$ cat config.mk
export PLATFORM = sky130hd
export DESIGN_NAME = lpif_dstrm_arb_x4_flat
export DESIGN_NICKNAME = d
export VERILOG_FILES = /design/src/rtl/lpif_dstrm_arb_x4_if.sv /design/src/rtl/lpif_dstrm_arb_x4.sv /design/src/flat_wrapper.sv
export SDC_FILE = /design/constraint.sdc
export NUM_CORES = 1
export LEC_CHECK = 0
export CAP_MARGIN = 20
export CORE_ASPECT_RATIO = 2
export CORE_MARGIN = 3
export CORE_UTILIZATION = 37
export CTS_BUF_LIST = sky130_fd_sc_hd__clkbuf_16
export CTS_CLUSTER_DIAMETER = 30
export DETAILED_ROUTE_END_ITERATION = 6
export GPL_TIMING_DRIVEN = 0
export HOLD_SLACK_MARGIN = 0.15
export PLACE_DENSITY = 0.87
export SLEW_MARGIN = 40
export SYNTH_ARGS = -nofsm -noshare
export SYNTH_HDL_FRONTEND = slang
export SYNTH_SLANG_ARGS = --single-unit
$ cat constraint.sdc
create_clock -name clk_wr -period 3 [get_ports clk_wr]
set_input_delay 0.9 -clock clk_wr [delete_from_list [all_inputs] [get_ports clk_wr]]
set_output_delay 0.9 -clock clk_wr [all_outputs]
set_load 0.1 [all_outputs]
$ cat src/rtl/lpif_dstrm_arb_x4_if.sv
// Bundle of requester, downstream LPIF and status signals shared by the x4 TX arbiter.
// The arbiter connects through the slave modport; the driving side uses master.
interface lpif_dstrm_arb_x4_if;
  logic [3:0]  lp_state;
  logic        link_ready;

  logic        req0_valid;
  logic [63:0] req0_data;
  logic [3:0]  req0_crc;
  logic        req0_crc_valid;
  logic        req0_last;
  logic        req0_ready;

  logic        req1_valid;
  logic [63:0] req1_data;
  logic [3:0]  req1_crc;
  logic        req1_crc_valid;
  logic        req1_last;
  logic        req1_ready;

  logic [3:0]  dstrm_state;
  logic [1:0]  dstrm_protid;
  logic [63:0] dstrm_data;
  logic        dstrm_dvalid;
  logic [3:0]  dstrm_crc;
  logic        dstrm_crc_valid;
  logic        dstrm_valid;

  logic        grant_id;
  logic        lock;
  logic        err_burst;

  modport slave (
    input  lp_state, link_ready,
    input  req0_valid, req0_data, req0_crc, req0_crc_valid, req0_last,
    input  req1_valid, req1_data, req1_crc, req1_crc_valid, req1_last,
    output req0_ready, req1_ready,
    output dstrm_state, dstrm_protid, dstrm_data, dstrm_dvalid,
    output dstrm_crc, dstrm_crc_valid, dstrm_valid,
    output grant_id, lock, err_burst
  );

  modport master (
    output lp_state, link_ready,
    output req0_valid, req0_data, req0_crc, req0_crc_valid, req0_last,
    output req1_valid, req1_data, req1_crc, req1_crc_valid, req1_last,
    input  req0_ready, req1_ready,
    input  dstrm_state, dstrm_protid, dstrm_data, dstrm_dvalid,
    input  dstrm_crc, dstrm_crc_valid, dstrm_valid,
    input  grant_id, lock, err_burst
  );
endinterface

$ cat src/rtl/lpif_dstrm_arb_x4.sv
// Two-requester round-robin arbiter for the downstream LPIF channel; a grant is
// held for a whole packet, force-released after MAX_BURST beats.
module lpif_dstrm_arb_x4 #(
  parameter logic [1:0]  PROTID0   = 2'd0,
  parameter logic [1:0]  PROTID1   = 2'd1,
  parameter int unsigned MAX_BURST = 16
) (
  input logic               clk_wr,
  input logic               rst_wr_n,
  lpif_dstrm_arb_x4_if.slave bus
);
  localparam int unsigned      CNT_W   = $clog2(MAX_BURST + 1);
  localparam logic [CNT_W-1:0] CNT_MAX = CNT_W'(MAX_BURST);

  typedef enum logic [1:0] {IDLE, LOCK0, LOCK1} state_e;

  state_e           state_q, state_d;
  logic [CNT_W-1:0] cnt_q, cnt_d, cnt_inc;
  logic             rr_q, rr_d;
  logic             grant_q, grant_d;
  logic             err_q, err_d;
  logic             win, win_vld, win_last, slot_ok, xfer, cap;

  logic [3:0]  state_out_q;
  logic [1:0]  protid_q;
  logic [63:0] data_q;
  logic        dvalid_q;
  logic [3:0]  crc_q;
  logic        crc_valid_q;
  logic        valid_q;

  // Winner selection; with no requester valid in IDLE the rr pointer is offered.
  always_comb begin
    win = rr_q;
    case (state_q)
      LOCK0:   win = 1'b0;
      LOCK1:   win = 1'b1;
      default: begin
        if (bus.req0_valid && !bus.req1_valid)      win = 1'b0;
        else if (!bus.req0_valid && bus.req1_valid) win = 1'b1;
        else                                        win = rr_q;
      end
    endcase
  end

  assign slot_ok  = bus.link_ready & rst_wr_n;
  assign win_vld  = win ? bus.req1_valid : bus.req0_valid;
  assign win_last = win ? bus.req1_last  : bus.req0_last;
  assign xfer     = slot_ok & win_vld;
  assign cnt_inc  = cnt_q + CNT_W'(1);
  assign cap      = (cnt_inc == CNT_MAX);

  assign bus.req0_ready = slot_ok & ~win;
  assign bus.req1_ready = slot_ok &  win;

  always_comb begin
    state_d = state_q;
    cnt_d   = cnt_q;
    rr_d    = rr_q;
    grant_d = grant_q;
    err_d   = 1'b0;
    if (xfer) begin
      grant_d = win;
      if (win_last || cap) begin
        state_d = IDLE;
        cnt_d   = '0;
        rr_d    = ~win;
        err_d   = cap & ~win_last;
      end else begin
        state_d = win ? LOCK1 : LOCK0;
        cnt_d   = cnt_inc;
      end
    end
  end

  always_ff @(posedge clk_wr) begin
    if (!rst_wr_n) begin
      state_q <= IDLE;
      cnt_q   <= '0;
      rr_q    <= 1'b0;
      grant_q <= 1'b0;
      err_q   <= 1'b0;
    end else begin
      state_q <= state_d;
      cnt_q   <= cnt_d;
      rr_q    <= rr_d;
      grant_q <= grant_d;
      err_q   <= err_d;
    end
  end

  // Output flit register: beat or idle flit per consumed slot, hold otherwise.
  always_ff @(posedge clk_wr) begin
    if (!rst_wr_n) begin
      state_out_q <= '0;
      protid_q    <= '0;
      data_q      <= '0;
      dvalid_q    <= 1'b0;
      crc_q       <= '0;
      crc_valid_q <= 1'b0;
      valid_q     <= 1'b0;
    end else begin
      state_out_q <= bus.lp_state;
      valid_q     <= 1'b1;
      if (bus.link_ready) begin
        if (xfer) begin
          dvalid_q    <= 1'b1;
          protid_q    <= win ? PROTID1 : PROTID0;
          data_q      <= win ? bus.req1_data : bus.req0_data;
          crc_q       <= win ? bus.req1_crc : bus.req0_crc;
          crc_valid_q <= win ? bus.req1_crc_valid : bus.req0_crc_valid;
        end else begin
          dvalid_q    <= 1'b0;
          crc_valid_q <= 1'b0;
        end
      end
    end
  end

  assign bus.dstrm_state     = state_out_q;
  assign bus.dstrm_protid    = protid_q;
  assign bus.dstrm_data      = data_q;
  assign bus.dstrm_dvalid    = dvalid_q;
  assign bus.dstrm_crc       = crc_q;
  assign bus.dstrm_crc_valid = crc_valid_q;
  assign bus.dstrm_valid     = valid_q;
  assign bus.grant_id        = grant_q;
  assign bus.lock            = (state_q != IDLE);
  assign bus.err_burst       = err_q;
endmodule

$ cat src/flat_wrapper.sv
// flat-port wrapper written by rule: the top's interface ports become plain ports
module lpif_dstrm_arb_x4_flat 
#(
  parameter logic [1:0]  PROTID0   = 2'd0,
  parameter logic [1:0]  PROTID1   = 2'd1,
  parameter int unsigned MAX_BURST = 16
)
  (clk_wr, rst_wr_n, bus_lp_state, bus_link_ready, bus_req0_valid, bus_req0_data, bus_req0_crc, bus_req0_crc_valid, bus_req0_last, bus_req1_valid, bus_req1_data, bus_req1_crc, bus_req1_crc_valid, bus_req1_last, bus_req0_ready, bus_req1_ready, bus_dstrm_state, bus_dstrm_protid, bus_dstrm_data, bus_dstrm_dvalid, bus_dstrm_crc, bus_dstrm_crc_valid, bus_dstrm_valid, bus_grant_id, bus_lock, bus_err_burst);
  lpif_dstrm_arb_x4_if bus_i ();
  input logic clk_wr;
  input logic rst_wr_n;
  input wire logic [$bits(bus_i.lp_state)-1:0] bus_lp_state;
  input wire logic [$bits(bus_i.link_ready)-1:0] bus_link_ready;
  input wire logic [$bits(bus_i.req0_valid)-1:0] bus_req0_valid;
  input wire logic [$bits(bus_i.req0_data)-1:0] bus_req0_data;
  input wire logic [$bits(bus_i.req0_crc)-1:0] bus_req0_crc;
  input wire logic [$bits(bus_i.req0_crc_valid)-1:0] bus_req0_crc_valid;
  input wire logic [$bits(bus_i.req0_last)-1:0] bus_req0_last;
  input wire logic [$bits(bus_i.req1_valid)-1:0] bus_req1_valid;
  input wire logic [$bits(bus_i.req1_data)-1:0] bus_req1_data;
  input wire logic [$bits(bus_i.req1_crc)-1:0] bus_req1_crc;
  input wire logic [$bits(bus_i.req1_crc_valid)-1:0] bus_req1_crc_valid;
  input wire logic [$bits(bus_i.req1_last)-1:0] bus_req1_last;
  output wire logic [$bits(bus_i.req0_ready)-1:0] bus_req0_ready;
  output wire logic [$bits(bus_i.req1_ready)-1:0] bus_req1_ready;
  output wire logic [$bits(bus_i.dstrm_state)-1:0] bus_dstrm_state;
  output wire logic [$bits(bus_i.dstrm_protid)-1:0] bus_dstrm_protid;
  output wire logic [$bits(bus_i.dstrm_data)-1:0] bus_dstrm_data;
  output wire logic [$bits(bus_i.dstrm_dvalid)-1:0] bus_dstrm_dvalid;
  output wire logic [$bits(bus_i.dstrm_crc)-1:0] bus_dstrm_crc;
  output wire logic [$bits(bus_i.dstrm_crc_valid)-1:0] bus_dstrm_crc_valid;
  output wire logic [$bits(bus_i.dstrm_valid)-1:0] bus_dstrm_valid;
  output wire logic [$bits(bus_i.grant_id)-1:0] bus_grant_id;
  output wire logic [$bits(bus_i.lock)-1:0] bus_lock;
  output wire logic [$bits(bus_i.err_burst)-1:0] bus_err_burst;
  assign bus_i.lp_state = bus_lp_state;
  assign bus_i.link_ready = bus_link_ready;
  assign bus_i.req0_valid = bus_req0_valid;
  assign bus_i.req0_data = bus_req0_data;
  assign bus_i.req0_crc = bus_req0_crc;
  assign bus_i.req0_crc_valid = bus_req0_crc_valid;
  assign bus_i.req0_last = bus_req0_last;
  assign bus_i.req1_valid = bus_req1_valid;
  assign bus_i.req1_data = bus_req1_data;
  assign bus_i.req1_crc = bus_req1_crc;
  assign bus_i.req1_crc_valid = bus_req1_crc_valid;
  assign bus_i.req1_last = bus_req1_last;
  assign bus_req0_ready = bus_i.req0_ready;
  assign bus_req1_ready = bus_i.req1_ready;
  assign bus_dstrm_state = bus_i.dstrm_state;
  assign bus_dstrm_protid = bus_i.dstrm_protid;
  assign bus_dstrm_data = bus_i.dstrm_data;
  assign bus_dstrm_dvalid = bus_i.dstrm_dvalid;
  assign bus_dstrm_crc = bus_i.dstrm_crc;
  assign bus_dstrm_crc_valid = bus_i.dstrm_crc_valid;
  assign bus_dstrm_valid = bus_i.dstrm_valid;
  assign bus_grant_id = bus_i.grant_id;
  assign bus_lock = bus_i.lock;
  assign bus_err_burst = bus_i.err_burst;
  lpif_dstrm_arb_x4 #(.PROTID0(PROTID0), .PROTID1(PROTID1), .MAX_BURST(MAX_BURST)) u_core (.clk_wr(clk_wr), .rst_wr_n(rst_wr_n), .bus(bus_i));
endmodule
# After elaboration in Yosys (flattened, before gate mapping)
# Cells that the tools add are included.
[totals]
inputBits = 149
output_inout_bits = 82
register_bits = 87
[classes]
n_bitwise = 7
muxes = 15
n_reduce_logical = 9
addsub = 1
n_eq_ne = 3
[ops]
columns = ["op", "n"]
rows = [
  ["$mux W64", 1],
  ["$mux W1", 9],
  ["$add A5 B1 Y5 const B", 1],
  ["$and A1 B1 Y1", 5],
  ["$eq A5 B5 Y1 const B", 1],
  ["$mux W5", 1],
  ["$mux W2", 2],
  ["$mux W4", 1],
  ["$reduce_and A2 Y1", 2],
  ["$reduce_and A3 Y1", 1],
  ["$eq A2 B1 Y1 const B", 1],
  ["$eq A2 B2 Y1 const B", 1],
  ["$logic_and A1 B1 Y1", 2],
  ["$logic_not A1 Y1", 2],
  ["$not A1 Y1", 2],
  ["$pmux W1 S2", 1],
  ["$reduce_bool A2 Y1", 1],
  ["$logic_or A1 B1 Y1", 1],
]

# Depth between registers and ports, before layout
[logic_depth]
depth_word = 8
mapped_depth = 9
depth_no_buf = 7

# Worst setup path before layout
# OpenSTA, ideal clock, no wires.
[synth_timing]
kind = "input to output"
startpoint = "input bus_req0_valid"
endpoint = "output bus_req1_ready"
cell_stages = 6
path_slack_ns = -0.987
path_buffers = 2
arrival_time_ns = 3.087
path_cell_list = "nand2b_1 a211o_1 and2_1 buf_2 buf_2 nor2_1"
[synth_via]
elab_chain_cells = 6
[synth_lines]
columns = ["element", "line", "source"]
rows = [
  ["from (decl)", "flat_wrapper.sv:14", "input wire logic [$bits(bus_i.req0_valid)-1:0] bus_req0_valid;"],
  ["$logic_not A1 Y1", "lpif_dstrm_arb_x4.sv:40", "else if (!bus.req0_valid && bus.req1_valid) win = 1'b1;"],
  ["$logic_and A1 B1 Y1", "lpif_dstrm_arb_x4.sv:40", ""],
  ["$mux W1", "lpif_dstrm_arb_x4.sv:40", ""],
  ["$mux W1 *", "lpif_dstrm_arb_x4.sv:39", "if (bus.req0_valid && !bus.req1_valid) win = 1'b0;"],
  ["$pmux W1 S2 *", "lpif_dstrm_arb_x4.sv:35", "case (state_q)"],
  ["$and A1 B1 Y1 *", "lpif_dstrm_arb_x4.sv:54", "assign bus.req1_ready = slot_ok & win;"],
  ["to (decl)", "flat_wrapper.sv:25", "output wire logic [$bits(bus_i.req1_ready)-1:0] bus_req1_ready;"],
]
# Mark *: on every way between the ends. The rest lies on a longest branch, timed or not.

# Worst setup path in the final report
# Ends and elaborated chain as after synthesis.

==> results.cfg <==
[worst_setup_path]
required_ps = 2100
cp_data_arrival_time_ps = 2040
slowest_stage = a211o_1
r2r_slack_ps = 750
start_kind = primary input
r2r_cells = 8
r2r-end = u_core.bus.dstrm_data[2]$_SDFFE_PN0P_
crit_family = buffers and inverters
cp.buffers_inverters = 3
endpoint = bus_req1_ready
crit_start = bus_req0_valid
endpoint_kind = primary output
cp.depth = 7
crit_fanout = 4
path_cells = buf_2 > nand2b_4 > a211o_1 > and2_4 > buf_6 > nor2_4 > buf_12
cpPeakStageDelay_ps = 300
critPathKind = in -> out
rr_startpoint = u_core.state_q[0]$_SDFFE_PN0P_

[timing]
fin_worst_skew_ps = 7.12
drv_slew = 0
period_needed_ps = 2940
setup_viol = 0
fmax_ghz = 0.341
hold_slack_ps = 469
hold_viol = 0
fin_tns_setup_ps = 0
max_slew_margin_pct = 63.1
worst-slew-pin-transition_ps = 540
min_period_over_period_pct = 97.9
rsz0062_at_grt = no

[power_and_ir_drop]
powerDensity_nw_per_um2 = 592
p_leak_nw = 2.65
vdd_ir_drop_max_mv = 0.335

[final_layout]
drive_gt1_share_pct = 18.3
diodes = 0
final_cells = 863
layout.nets = 878
utilization_pct = 63.1
final_area_sq_um = 6160
final.fill_count = 857
area_delta_synth_final_pct = 65.5
multi_input_area_sq_um = 1810
final-seq-area_sq_um = 1720

[global_route]
grt_pass1_wl_um = 21800
antenna_found_initial = 0
grt_max_degree = 16
grt-ovfl-total = 0
grt_pass1_vias = 4571
grt_usage_pct = 24.1

[status]
outcome = completed

[clock_network]
cts_root_buf = clkbuf_16
cts_tree = done
cts_buffers = 9
h-tree-depth = 3
clkTransAtPathRegs_ps = 60
cts.path.max_buffers = 2
clk_latency_ps = 340
cts.sinks = 86

[placed_design]
numPortBuffers = 229
dp.cells = 847
placed_area_sq_um = 5790
hpwl_um = 11000
gp_congestion = 0.883

[hold_path]
worst_hold_path_type = reg -> reg

[die]
num_io_pins = 231
coreArea_sq_um = 9760
die_w_um = 76.9
die_h_um = 148
start_util_pct = 38.1
num_rows = 51
die_area_sq_um = 11400

[yosys]
synth_enable_flop_cells = 0
syn_area_per_cell_sq_um = 7.66
synthFlopType = dfxtp_1
syn_nets = 638
yosysUniqueCellTypes = 35
syn_inst = 486
yosysSeqAreaShare_pct = 46.3
synth_top_cell_by_area = dfxtp_1
async_flop_share_pct = 0
synth_top_cell_area_share_pct = 46.3
yosys_warnings = 0
synthesis.area_sq_um = 3720
synth.area.top_cells = dfxtp_1 46%, nand2_1 15%, a31oi_1 12%
ys_ff_latch = 86

[detailed_routing]
drt_iter0_drc = 267
met1Wirelength_um = 4860
routed_wl_um = 13900
wire_per_inst_um = 16.1
dr.pass1.iters = 5
routed_via_density = 5.24
wl_met2_um = 7490
drcViolationCount = 0
dr_wl_met3_um = 909
via_count = 4525
ant_nets = 0
top_layer = met4

[job]
cap_violations = 0
-- cell usage after synthesis, types with 3 or more instances --
master and n:
nand2_1 149, nand4_1 5, nand2b_1 3, ha_1 3, buf_2 11, dfxtp_1 86
a31oi_1 70, clkbuf_1 22, o21ai_0 65, a21oi_1 11, nand4b_1 3, nor2b_1 3
nor2_1 6, o21ai_1 5, buf_4 8, nand3_1 5, inv_1 6, and2_1 8
-- registers in the layout (all words and copies together), names as in the netlist --
signal                      count
u_core.bus.dstrm_data          64
u_core.cnt_q                    5
u_core.bus.dstrm_crc            4
u_core.bus.dstrm_state          4
u_core.state_q                  2
u_core.bus.dstrm_crc_valid      1
u_core.bus.dstrm_dvalid         1
u_core.bus.dstrm_protid         1
u_core.bus.dstrm_valid          1
u_core.bus.err_burst            1
u_core.bus.grant_id             1
u_core.rr_q                     1
-- per-stage QoR --
step / power, W / setup slack [ps]
finish: 0.00364 / 63.3
global route: 0.00378 / 16.0
CTS: 0.00366 / 9.99
detailed placement: 0.00248 / -898
global placement: 0.00254 / -1570
floorplan: 0.00211 / -199
-- final cells by class --
class,count,share of cell area (%)
clock inverters,7,1.46
inverters,7,0.427
plain buffers,40,3.41
repair buffers,231,31.1
multi-input cells,351,29.3
clock buffers,9,3.66
flip-flops and latches,86,28.0
well taps,132,2.68
-- logic make-up after synthesis --
family / Yosys count / synth area share, %
other cells: 1 / 0.101
mux: 2 / 0.672
fa+ha+maj: 3 / 1.01
buf+inv: 49 / 6.32
flops: 86 / 46.3
simple gates: 185 / 20.7
compound gates: 160 / 24.9
-- worst min-delay path by stage --
stage / startpoint / endpoint / slack, ps / cells past startpoint
after floorplan: u_core.rr_q$_SDFFE_PN0P_ / u_core.rr_q$_SDFFE_PN0P_ / 430 / 2
after global placement: u_core.state_q[0]$_SDFFE_PN0P_ / u_core.state_q[0]$_SDFFE_PN0P_ / 450 / 2
after detailed placement: u_core.state_q[0]$_SDFFE_PN0P_ / u_core.state_q[0]$_SDFFE_PN0P_ / 470 / 2
after CTS: u_core.state_q[0]$_SDFFE_PN0P_ / u_core.state_q[0]$_SDFFE_PN0P_ / 460 / 2
after global routing: u_core.state_q[0]$_SDFFE_PN0P_ / u_core.state_q[0]$_SDFFE_PN0P_ / 490 / 2
final: u_core.state_q[0]$_SDFFE_PN0P_ / u_core.state_q[0]$_SDFFE_PN0P_ / 470 / 2
-- tightest hold or removal path: stages, from the launching register on --
cell	delay (ps)
dfxtp_1	310
nand2_1	50
a21oi_1	60
-- routing by layer --
metal,vias to the layer above,global-route usage (%)
met4,0,13.0
met1,2102,23.3
met3,38,5.55
li1,2167,-
met2,218,45.8
met5,-,0
-- what timing repair did --
item,4_1_cts,5_1_grt
gates resized for setup,22,8
setup buffers,2,0
hold buffers,0,0
hold endpoints to repair,0,0
endpoints found under the setup margin,2,63
pin swaps,2,2
-- cells in the final DEF, fill, tap and decap left out, types with 3 or more instances in the layout --
cell and instances:
a21oi_1 11, a31oi_1 70, and2_1 7, buf_2 90
buf_4 10, buf_6 3, clkbuf_1 18, clkbuf_16 9
clkbuf_2 3, clkdlybuf4s50_1 146, clkinvlp_4 3, dfxtp_1 86
ha_1 3, inv_1 7, nand2_1 147, nand3_1 5
nand4_1 5, nand4b_1 3, nor2_1 4, nor2_4 3
o21ai_0 65, o21ai_1 5
-- report_power, final --
group / switching, W / leakage (nW) / total, W / internal, W
Combinational: 0.000863 / 1.80 / 0.00122 / 0.000359
Clock: 0.000447 / 0.147 / 0.00117 / 0.000723
Sequential: 0.0000357 / 0.706 / 0.00125 / 0.00122
(Power assumes the default switching activity.)
